## src/rtl/dct_stream_pkg.sv

```systemverilog
// Shared definitions for the DCT sample-stream blocks.
//   arb_state_t  : burst arbiter FSM encoding (ST_IDLE=0, ST_BURST=1)
//   DCT_ROW_LEN  : samples per DCT row, default burst length
//   DCT_BLK_LEN  : samples per 8x8 DCT block, default FIFO depth
package dct_stream_pkg;

   localparam int DCT_ROW_LEN = 8;
   localparam int DCT_BLK_LEN = 64;

   typedef enum logic {
      ST_IDLE  = 1'b0,
      ST_BURST = 1'b1
   } arb_state_t;

endpackage

```

## src/rtl/rr_priority_pick.sv

```systemverilog
// Round-robin priority picker (purely combinational).
// Finds the first set bit of req scanning ptr, ptr+1, ..., wrapping at N-1.
// Ports:
//   req   in  N   request vector
//   ptr   in  IW  index where the scan starts (highest priority)
//   found out 1   at least one request is set
//   idx   out IW  index of the winning request (0 when none found)
module rr_priority_pick #(
   parameter int N  = 4,
   parameter int IW = $clog2(N)
) (
   input  logic [N-1:0]  req,
   input  logic [IW-1:0] ptr,
   output logic          found,
   output logic [IW-1:0] idx
);

   localparam int SW = IW + 1;

   logic [SW-1:0] pos;

   // Scan offsets from the far end back towards ptr so the closest
   // requester (smallest offset) is the last, and therefore winning, write.
   always_comb begin
      found = 1'b0;
      idx   = '0;
      pos   = '0;
      for (int off = N - 1; off >= 0; off--) begin
         pos = {1'b0, ptr} + SW'(off);
         if (pos >= SW'(N)) begin
            pos = pos - SW'(N);
         end
         if (req[pos[IW-1:0]]) begin
            found = 1'b1;
            idx   = pos[IW-1:0];
         end
      end
   end

endmodule

```

## src/rtl/stream_burst_arbiter.sv

```systemverilog
// Burst arbiter sharing one stb/ack write port (normally the sample FIFO
// input) between N_REQ producers. Each grant covers BURST beats and is held
// until the burst completes; fairness is round-robin. A watchdog aborts a
// burst after STALL_MAX consecutive cycles without a beat.
// Ports:
//   CLK      in  1              clock, all logic on posedge
//   RST_N    in  1              synchronous active-low reset
//   req_data in  N_REQ*WIDTH    requester k data at [k*WIDTH +: WIDTH]
//   req_stb  in  N_REQ          requester k has a valid beat
//   req_ack  out N_REQ          beat of requester k accepted this cycle
//   o_data   out WIDTH          data towards the FIFO
//   o_stb    out 1              strobe towards the FIFO
//   o_ack    in  1              FIFO accept (already includes stb & !full)
//   o_last   out 1              current beat is the last of the burst
//   o_grant  out $clog2(N_REQ)  granted requester index (valid while o_busy)
//   o_busy   out 1              burst in progress
//   o_abort  out 1              one-cycle pulse: burst aborted by watchdog
module stream_burst_arbiter
   import dct_stream_pkg::*;
#(
   parameter int N_REQ     = 4,
   parameter int WIDTH     = 8,
   parameter int BURST     = DCT_ROW_LEN,
   parameter int STALL_MAX = 16
) (
   input  logic                     CLK,
   input  logic                     RST_N,
   input  logic [N_REQ*WIDTH-1:0]   req_data,
   input  logic [N_REQ-1:0]         req_stb,
   output logic [N_REQ-1:0]         req_ack,
   output logic [WIDTH-1:0]         o_data,
   output logic                     o_stb,
   input  logic                     o_ack,
   output logic                     o_last,
   output logic [$clog2(N_REQ)-1:0] o_grant,
   output logic                     o_busy,
   output logic                     o_abort
);

   localparam int GW = $clog2(N_REQ);
   localparam int BW = $clog2(BURST + 1);
   localparam int SW = $clog2(STALL_MAX + 1);

   localparam logic [BW-1:0] LAST_BEAT  = BW'(BURST - 1);
   localparam logic [SW-1:0] STALL_LAST = SW'(STALL_MAX - 1);

   arb_state_t    state, state_nxt;
   logic [GW-1:0] grant, grant_nxt;
   logic [GW-1:0] ptr, ptr_nxt;
   logic [BW-1:0] beat_cnt, beat_nxt;
   logic [SW-1:0] stall_cnt, stall_nxt;
   logic          abort_r, abort_nxt;
   logic          beat;
   logic          pick_found;
   logic [GW-1:0] pick_idx;

   // Round-robin successor of a requester index.
   function automatic logic [GW-1:0] next_idx(input logic [GW-1:0] g);
      if (g == GW'(N_REQ - 1)) begin
         return '0;
      end
      return g + 1'b1;
   endfunction

   rr_priority_pick #(
      .N  (N_REQ),
      .IW (GW)
   ) u_pick (
      .req   (req_stb),
      .ptr   (ptr),
      .found (pick_found),
      .idx   (pick_idx)
   );

   always_ff @(posedge CLK) begin
      if (!RST_N) begin
         state     <= ST_IDLE;
         grant     <= '0;
         ptr       <= '0;
         beat_cnt  <= '0;
         stall_cnt <= '0;
         abort_r   <= 1'b0;
      end else begin
         state     <= state_nxt;
         grant     <= grant_nxt;
         ptr       <= ptr_nxt;
         beat_cnt  <= beat_nxt;
         stall_cnt <= stall_nxt;
         abort_r   <= abort_nxt;
      end
   end

   always_comb begin
      state_nxt = state;
      grant_nxt = grant;
      ptr_nxt   = ptr;
      beat_nxt  = beat_cnt;
      stall_nxt = stall_cnt;
      abort_nxt = 1'b0;
      o_stb     = 1'b0;
      o_data    = '0;
      req_ack   = '0;
      o_last    = 1'b0;
      beat      = 1'b0;

      case (state)
         ST_IDLE: begin
            if (pick_found) begin
               grant_nxt = pick_idx;
               beat_nxt  = '0;
               stall_nxt = '0;
               state_nxt = ST_BURST;
            end
         end

         ST_BURST: begin
            // o_stb is taken from the requester only, never from o_ack,
            // so the FIFO may close the loop combinationally on its side.
            for (int k = 0; k < N_REQ; k++) begin
               if (grant == GW'(k)) begin
                  o_stb      = req_stb[k];
                  o_data     = req_data[k*WIDTH +: WIDTH];
                  req_ack[k] = o_ack;
               end
            end
            o_last = o_stb & (beat_cnt == LAST_BEAT);
            beat   = o_stb & o_ack;

            if (beat) begin
               stall_nxt = '0;
               if (o_last) begin
                  state_nxt = ST_IDLE;
                  ptr_nxt   = next_idx(grant);
                  beat_nxt  = '0;
               end else begin
                  beat_nxt = beat_cnt + 1'b1;
               end
            end else if (stall_cnt == STALL_LAST) begin
               // FIFO-full and dropped-stb stalls are treated alike.
               state_nxt = ST_IDLE;
               ptr_nxt   = next_idx(grant);
               beat_nxt  = '0;
               stall_nxt = '0;
               abort_nxt = 1'b1;
            end else begin
               stall_nxt = stall_cnt + 1'b1;
            end
         end

         default: state_nxt = ST_IDLE;
      endcase
   end

   assign o_busy  = (state == ST_BURST);
   assign o_grant = grant;
   assign o_abort = abort_r;

endmodule

```

## config.mk

```make
export PLATFORM = sky130hd
export DESIGN_NAME = stream_burst_arbiter
export DESIGN_NICKNAME = d
export VERILOG_FILES = /design/src/rtl/dct_stream_pkg.sv /design/src/rtl/rr_priority_pick.sv /design/src/rtl/stream_burst_arbiter.sv
export SDC_FILE = /design/constraint.sdc
export NUM_CORES = 1
export LEC_CHECK = 0
export ABC_AREA = 1
export CAP_MARGIN = 5
export CORE_UTILIZATION = 43
export CTS_CLUSTER_DIAMETER = 30
export DETAILED_ROUTE_END_ITERATION = 8
export GPL_ROUTABILITY_DRIVEN = 0
export GPL_TIMING_DRIVEN = 0
export PLACE_DENSITY = 0.82
export SYNTH_ARGS = -nofsm -noshare
export SYNTH_HDL_FRONTEND = slang
export SYNTH_SLANG_ARGS = --single-unit
export TNS_END_PERCENT = 30
```

## constraint.sdc

```tcl
create_clock -name CLK -period 1.73 [get_ports CLK]
set_input_delay 0.2595 -clock CLK [delete_from_list [all_inputs] [get_ports CLK]]
set_output_delay 0.2595 -clock CLK [all_outputs]
set_load 0.005 [all_outputs]
```

==> impl_results.md, run 1 <==
- VDD IR-drop max: 0.4466 mV
- Commonest cells after routing, fill and taps aside: 55 x sky130_fd_sc_hd__nand2_1, 40 x sky130_fd_sc_hd__clkdlybuf4s50_1, 24 x sky130_fd_sc_hd__nand3_1
- Buffers and inverters on the worst path: 4
- Worst r2r src: o_grant[1]$_SDFFE_PN0P_
- Flop pwr share: 28.1%
- Post-synthesis to final-layout area growth: 59.93%
- Transition time at the pin with the least slew margin: 0.3047 ns
- Core Footprint: 0.003078 mm²
- Buffer type at the clock tree root: sky130_fd_sc_hd__clkbuf_4
- Internal power component: 0.0008770 W
- Site row count: 20
- Crit. End Element: output pin
- Category of the most critical setup path: register to output pin
- Hold path startpoint: RST_N
- Utilization after layout: 72.68%
- CTS sink count: 15
- Vias per cell: 5.099
- Routed wire per std cell: 12.66 µm
- Power dissipated by switching net loads: 0.0006041 W
- Clock group share of total power: 13.3%
- Achievable frequency: 0.5319 GHz
- Class of the worst hold path: primary input to register
- Required @ worst endpoint: 1.47 ns
- Outcome: finished with violations
- Worst Clk Skew: 0.0008308 ns
- Detail Route Antenna Nets: 0
- Final number of hold-violating endpoints: 0
- Post-detailed-routing wire length: 4.203 mm
- Leakage power of the design: 1.019 nW
- Unique cell type count in the Yosys netlist: 29
- Synthesized cell area: 0.001399 mm²
- Worst path top cell family by delay: buffers and inverters
- GRT Residual Overflow: 0
- Via count of the first global-routing pass: 1591
- FF-to-FF End: beat_cnt[0]$_SDFFE_PN0P_
- DR iter-0 viols: 45
- First-pass GRT wire length: 6.699 mm
- Worst setup slack for register-to-register paths: -0.01 ns
- Number of instances in the synthesized netlist: 224
- Number of H-tree branching levels: 1
- Pre-Repair DR Iteration Count: 4
- Failing checks: setup timing
- Global-route total usage across every layer: 24.75%
- Floorplan die height: 59.04 µm
- Antenna violations before repair: 0
- Slew headroom: 79.67%
- Buffers on Ports: 54
- Hold path depth: 3
- Cts bufs inserted: 3
- Cells along the critical path: buf_6 > ha_4 > inv_4 > buf_12 > nand2_1 > o21ai_2 > a21oi_1 > buf_2
- Least setup slack across all paths after layout: -0.1499 ns
- Layout cells sized above 1: 28.47%
- Depth of the worst register-to-register path: 12
- Vias: 1693
- Final Max Slew Viols: 0
- Number of fillers in the final layout: 257
- Final Critical Period: 1.880 ns
- Post-CTS Hold Fix Bufs: 0
- Post-synthesis register bit count: 15
- Average size of a mapped cell: 6.245 µm²
- Delay of the slowest cell on the worst path: 0.37 ns
- Final layout net count: 334
- Power density normalized to cell area: 662.1 mW/mm²
- WHS: 0.2496 ns
- Syn. warnings: 0
- Max-capacitance violation count: 0
- Critical Path Start Type: register
- Number of flops mapped to enable cells by yosys: 0
- DP Wirelength: 3.087 mm
- Die Area: 0.003485 mm²
- Finish-stage setup viols: 11
- Post-Place Setup Slack: -0.6366 ns
- TritonCTS clock tree: done
- Buffer depth of the longest clock path: 2
- Post-synthesis sequential area ratio: 21.47%
- Die boundary width: 59.04 µm
- Synthesized net count: 269
- Slowest stage cell, crit path: sky130_fd_sc_hd__dfxtp_4
- Logic gate share of total power: 58.6%
- Critical path origin: o_grant[1]$_SDFFE_PN0P_
- Commonest non-fill, non-tap cell in the layout: sky130_fd_sc_hd__nand2_1
- Clock input transition at the sequential cells of the worst setup and hold paths: 0.08 ns
- Last element of the critical path: o_data[3]
- Clock latency of the later-clocked register in the worst-skew pair: 0.29 ns
- Ant. Diodes: 0
- Data arrival, critical path: 1.62 ns
- Number of primary I/O pins: 57
- Maximum number of pins on one net before global-route repair: 11
- Share of flip-flops with an asynchronous set or reset after synthesis: 0%
- Logic depth of the worst setup path including buffers: 8
- Unrepaired setup endpoints after global routing: true
- Highest fanout seen on the critical path: 10
- Most used DFF post-synth: sky130_fd_sc_hd__dfxtp_1
- Post-route DRC violation count: 0
- Final period utilization: 108.7%
- Net switching share of the total power: 40.79%
- Initial core utilization: 45.45%
==> worst min path at each step <==
stage | end
after CTS | beat_cnt[0]$_SDFFE_PN0P_
after detailed placement | stall_cnt[4]$_SDFFE_PN0P_
after global routing | beat_cnt[0]$_SDFFE_PN0P_
after global placement | stall_cnt[4]$_SDFFE_PN0P_
after floorplan | stall_cnt[4]$_SDFFE_PN0P_
final | beat_cnt[1]$_SDFFE_PN0P_
==> synthesized netlist by cell type, types with 2 or more instances <==
cell,instances,area [µm²]
sky130_fd_sc_hd__buf_6,3,33.78
sky130_fd_sc_hd__nand2_2,7,43.79
sky130_fd_sc_hd__o21ai_0,17,85.08
sky130_fd_sc_hd__nand2_1,56,210.2
sky130_fd_sc_hd__a22oi_1,6,45.04
sky130_fd_sc_hd__nor3_1,4,20.02
sky130_fd_sc_hd__nand3_1,24,120.1
sky130_fd_sc_hd__xor2_1,2,17.52
sky130_fd_sc_hd__nor2_1,14,52.55
sky130_fd_sc_hd__nand4_1,4,25.02
sky130_fd_sc_hd__a21oi_1,24,120.1
sky130_fd_sc_hd__nand3_2,2,20.02
sky130_fd_sc_hd__ha_1,6,75.07
sky130_fd_sc_hd__inv_1,21,78.83
sky130_fd_sc_hd__nand2_4,2,22.52
sky130_fd_sc_hd__clkbuf_1,3,11.26
sky130_fd_sc_hd__inv_2,2,7.510
sky130_fd_sc_hd__buf_4,2,15.01
sky130_fd_sc_hd__dfxtp_1,15,300.3
==> flip-flops by register name, summed over array words and instances, names as in the netlist <==
name       cells
o_abort        1
o_busy         1
ptr            2
o_grant        2
beat_cnt       4
stall_cnt      5
==> final cells by class <==
cell class | count | area (µm²) | share of cell area, %
Sequential cell | 15 | 311.5 | 13.93
Tap cell | 44 | 55.05 | 2.461
Multi-Input combinational cell | 175 | 1076 | 48.10
Inverter | 25 | 121.4 | 5.425
Clock inverter | 1 | 5.005 | 0.2237
Clock buffer | 3 | 22.52 | 1.007
Timing Repair Buffer | 61 | 550.5 | 24.61
Buffer | 8 | 95.09 | 4.251
==> worst min-delay path, stage by stage <==
cell and delay, ns:
sky130_fd_sc_hd__buf_4 0.15, sky130_fd_sc_hd__nand2_1 0.07, sky130_fd_sc_hd__nor2_1 0.03
==> power groups by stage <==
stage | clock network (W) | registers (W) | logic (W)
after global routing | 0.000215 | 0.000421 | 0.000962
final | 0.000197 | 0.000416 | 0.000868
after global placement | 0 | 0.000415 | 0.000695
after detailed placement | 0 | 0.000416 | 0.000709
after floorplan | 0 | 0.000410 | 0.000436
after CTS | 0.000206 | 0.000414 | 0.000796
==> timing repair <==
item                       in CTS  in global routing
cloned                          0                  0
setup endpoints to repair      23                 24
buffers inserted                4                  3
gates resized for setup        99                 28
pin swaps                      10                 18
==> routing by layer <==
| layer | part of all wire [%] | wire [µm] | GRT usage [%] | vias to the layer above |
|---|---|---|---|---|
| met5 | 0 | 0 | 0 | - |
| met2 | 50 | 2100 | 47.56 | 47 |
| met1 | 42 | 1782 | 27.86 | 756 |
| met4 | 3.1 | 132 | 8.844 | 0 |
| met3 | 4.4 | 187 | 2.620 | 17 |
| li1 | - | - | - | 873 |
==> logic make-up (layout without fill, tap and decap cells) <==
group | after synthesis | in the layout | share of synthesized area, %
DFF | 15 | 15 | 21.47
buffers and inverters | 34 | 98 | 11.72
adders and majority gates | 6 | 6 | 5.367
AOI/OAI and AO/OA | 50 | 50 | 20.22
xor gates and xnor gates | 3 | 3 | 1.879
and+or+nand+nor | 116 | 116 | 39.36
==> per-stage QoR <==
| stage | instance area (µm²) | power [W] | TNS [ns] | std cells |
|---|---|---|---|---|
| global placement | 1994 | 0.001110 | -6.262 | 322 |
| detailed placement | 1994 | 0.001125 | -7.063 | 322 |
| finish | 2237 | 0.001481 | -0.7974 | 332 |
| floorplan | 1399 | 0.0008460 | 0 | 224 |
| CTS | 2153 | 0.001415 | -2.285 | 330 |
| global route | 2237 | 0.001598 | -2.362 | 332 |
(Power assumes the default switching activity.)
==> run 2: changes to the inputs <==
Settings changed: GPL_ROUTABILITY_DRIVEN 0 to default.
==> results of run 2 <==
No change in the layout: final DEF, timing and power equal those of run 1.
==> run 3: changes to the inputs <==
==> constraint.sdc (replaced) <==
create_clock -name CLK -period 1.73 [get_ports CLK]
set_input_delay 0.4325 -clock CLK [delete_from_list [all_inputs] [get_ports CLK]]
set_output_delay 0.4325 -clock CLK [all_outputs]
set_load 0.005 [all_outputs]
==> impl_results.md, run 3 (same netlist as run 1, synthesis figures left out) <==
- Commonest non-fill, non-tap cell in the layout: sky130_fd_sc_hd__nand2_1
- Hold path startpoint: RST_N
- Highest fanout seen on the critical path: 8 (-2)
- Outcome: finished with violations
- FF-to-FF End: stall_cnt[1]$_SDFFE_PN0P_
- Transition time at the pin with the least slew margin: 0.2699 ns (-0.03476 ns)
- Vias: 1713 (+1.2%)
- Critical Path Start Type: register
- Cell total after placement: 322 (unchanged)
- Leakage power of the design: 1.026 nW (+0.64%)
- Number of fillers in the final layout: 249 (-3.1%)
- Worst r2r src: o_grant[1]$_SDFFE_PN0P_
- Buffer type at the clock tree root: sky130_fd_sc_hd__clkbuf_4
- Slew headroom: 81.99% (+2.3 points)
- TritonCTS clock tree: done
- Failing checks: setup timing
- Final Critical Period: 2.050 ns (+0.1705 ns)
- Hold path depth: 3 (unchanged)
- GRT Residual Overflow: 0 (unchanged)
- Final Wtd Congestion: 0.7988
- Number of H-tree branching levels: 1 (unchanged)
- Unrepaired setup endpoints after global routing: true
- Buffers on Ports: 54 (unchanged)
- Via count of the first global-routing pass: 1549 (-2.6%)
- Post-synthesis to final-layout area growth: 60.02% (about the same)
- Routed wire per std cell: 12.85 µm (+1.5%)
- Site row count: 20 (unchanged)
- Global-route total usage across every layer: 24.71% (-0.035 points)
- Biggest registers after layout: stall_cnt x5, beat_cnt x4
- Post-route standard cell area excluding fillers: 0.002238 mm² (about the same)
- Commonest cells after routing, fill and taps aside: 55 x sky130_fd_sc_hd__nand2_1, 38 x sky130_fd_sc_hd__clkdlybuf4s50_1, 24 x sky130_fd_sc_hd__nand3_1
- Die Area: 0.003485 mm² (unchanged)
- VDD IR-drop max: 0.6212 mV (+39%)
- Initial core utilization: 45.45% (unchanged)
- Buffer depth of the longest clock path: 2 (unchanged)
- CTS sink count: 15 (unchanged)
- Cts bufs inserted: 3 (unchanged)
- Flip-flop count of the largest register after layout: 5 (unchanged)
- Antenna violations before repair: 0 (unchanged)
- Area of placed instances: 0.001997 mm² (+0.13%)
- Endpoint of the worst hold path: o_busy$_SDFF_PN0_
- Max-capacitance violation count: 0 (unchanged)
- Power density normalized to cell area: 664.6 mW/mm² (+0.37%)
- DR iter-0 viols: 86 (+91%)
- Layout cells sized above 1: 27.74% (-0.73 points)
- Finish-stage setup viols: 19 (+8)
- Die boundary width: 59.04 µm (unchanged)
- Maximum number of pins on one net before global-route repair: 11 (unchanged)
- Utilization after layout: 72.72% (about the same)
- Vias per cell: 5.098 (about the same)
- Final Max Slew Viols: 0 (unchanged)
- Least setup slack across all paths after layout: -0.3204 ns (-0.1705 ns)
- Floorplan die height: 59.04 µm (unchanged)
- Data arrival, critical path: 1.62 ns (about the same)
- Core Footprint: 0.003078 mm² (unchanged)
- Post-route non-filler standard cell count: 336 (+1.2%)
- DP Wirelength: 2.996 mm (-3.0%)
- Clock input transition at the sequential cells of the worst setup and hold paths: 0.08 ns (about the same)
- Post-route DRC violation count: 0 (unchanged)
- First-pass GRT wire length: 6.672 mm (-0.40%)
- Number of primary I/O pins: 57 (unchanged)
- Crit. End Element: output pin
- Worst Clk Skew: 0.001626 ns (+0.0007954 ns)
- Ant. Diodes: 0 (unchanged)
- Final period utilization: 118.5% (+9.9 points)
- Detail Route Antenna Nets: 0 (unchanged)
- Clock latency of the later-clocked register in the worst-skew pair: 0.29 ns (about the same)
- Depth of the worst register-to-register path: 13 (+1)
- Final number of hold-violating endpoints: 0 (unchanged)
- Achievable frequency: 0.4877 GHz (-8.3%)
- Final total power: 0.001488 W (+0.43%)
- Final layout net count: 338 (+1.2%)
- Pre-Repair DR Iteration Count: 4 (unchanged)
- Category of the most critical setup path: register to output pin
- Class of the worst hold path: primary input to register
- Worst setup slack for register-to-register paths: -0.06 ns (-0.05 ns)
- Post-detailed-routing wire length: 4.316 mm (+2.7%)
- Required @ worst endpoint: 1.30 ns (-0.17 ns)
- WHS: 0.4224 ns (+0.1728 ns)
- Register with the most flip-flops: stall_cnt
run 3: cell count changes in the layout (fill, tap and decap cells not counted), moves of 2 or more:
cell and change:
sky130_fd_sc_hd__buf_4 +3, sky130_fd_sc_hd__clkdlybuf4s50_1 -2, sky130_fd_sc_hd__o21ai_1 +2, sky130_fd_sc_hd__o21ai_2 -3, sky130_fd_sc_hd__a21oi_1 +3, sky130_fd_sc_hd__dlygate4sd2_1 +2, sky130_fd_sc_hd__a21oi_2 -3, sky130_fd_sc_hd__inv_2 +2
run 3: layout make-up:
class | count | area (µm²) | share of cell area [%]
buffer | 8 | 92.59 | 4.136
clock buffer | 3 | 22.52 | 1.006
clock inverter | 1 | 5.005 | 0.2236
inverter | 25 | 113.9 | 5.087
multi-input combinational | 175 | 1047 | 46.79
sequential | 15 | 311.5 | 13.92
tap | 44 | 55.05 | 2.459
timing repair buffer | 65 | 590.6 | 26.38
run 3: repair_timing:
item,in CTS,in global routing
cloned,1,0
pin swaps,7,9
setup buffers,8,2
endpoints found under the setup margin,18,26
hold buffers,0,0
gates resized for setup,98,20
run 3: critical path, cell delays in order, from the launching register on:
cell	delay, ns
sky130_fd_sc_hd__dfxtp_4	0.41
sky130_fd_sc_hd__ha_4	0.21
sky130_fd_sc_hd__inv_4	0.05
sky130_fd_sc_hd__nand2_4	0.10
sky130_fd_sc_hd__inv_8	0.05
sky130_fd_sc_hd__a22oi_2	0.12
sky130_fd_sc_hd__nand2_1	0.06
sky130_fd_sc_hd__o21ai_1	0.09
sky130_fd_sc_hd__a21oi_1	0.09
sky130_fd_sc_hd__buf_2	0.14
run 3: metrics by stage:
step	setup slack, ns	setup TNS, ns
CTS	-0.3764	-4.644
finish	-0.3204	-3.419
floorplan	-0.006150	-0.006150
global placement	-0.7233	-9.583
detailed placement	-0.7215	-9.926
global route	-0.4040	-5.486
run 3: how the worst max path moves through the flow:
stage                                  startpoint   endpoint  slack [ns]  depth (start not counted)
after floorplan           o_grant[0]$_SDFFE_PN0P_  o_data[6]      -0.006                          6
after global placement                 req_stb[2]     o_last       -0.72                          8
after detailed placement               req_stb[1]     o_last       -0.72                          8
after CTS                 o_grant[1]$_SDFFE_PN0P_     o_last       -0.38                         11
after global routing      o_grant[0]$_SDFFE_PN0P_  o_data[7]       -0.40                          9
final                     o_grant[0]$_SDFFE_PN0P_  o_data[1]       -0.32                          9
run 3: routing by layer:
metal	global-route usage, %	share of wire (%)	vias up	wire [µm]
met4	12.93	2.5	0	110
met1	29.11	43	781	1853
met2	44.32	51	43	2192
li1	-	-	881	-
met3	2.183	3.7	8	160
met5	0	0	-	0
run 3: power breakdown:
group / leakage, nW / switching, W / total [W] / internal (W)
registers: 0.124 / 0.0000390 / 0.000417 / 0.000378
logic: 0.884 / 0.000446 / 0.000872 / 0.000426
clock network: 0.0177 / 0.000112 / 0.000199 / 0.0000862
total: 1.03 / 0.000598 / 0.00149 / 0.000890
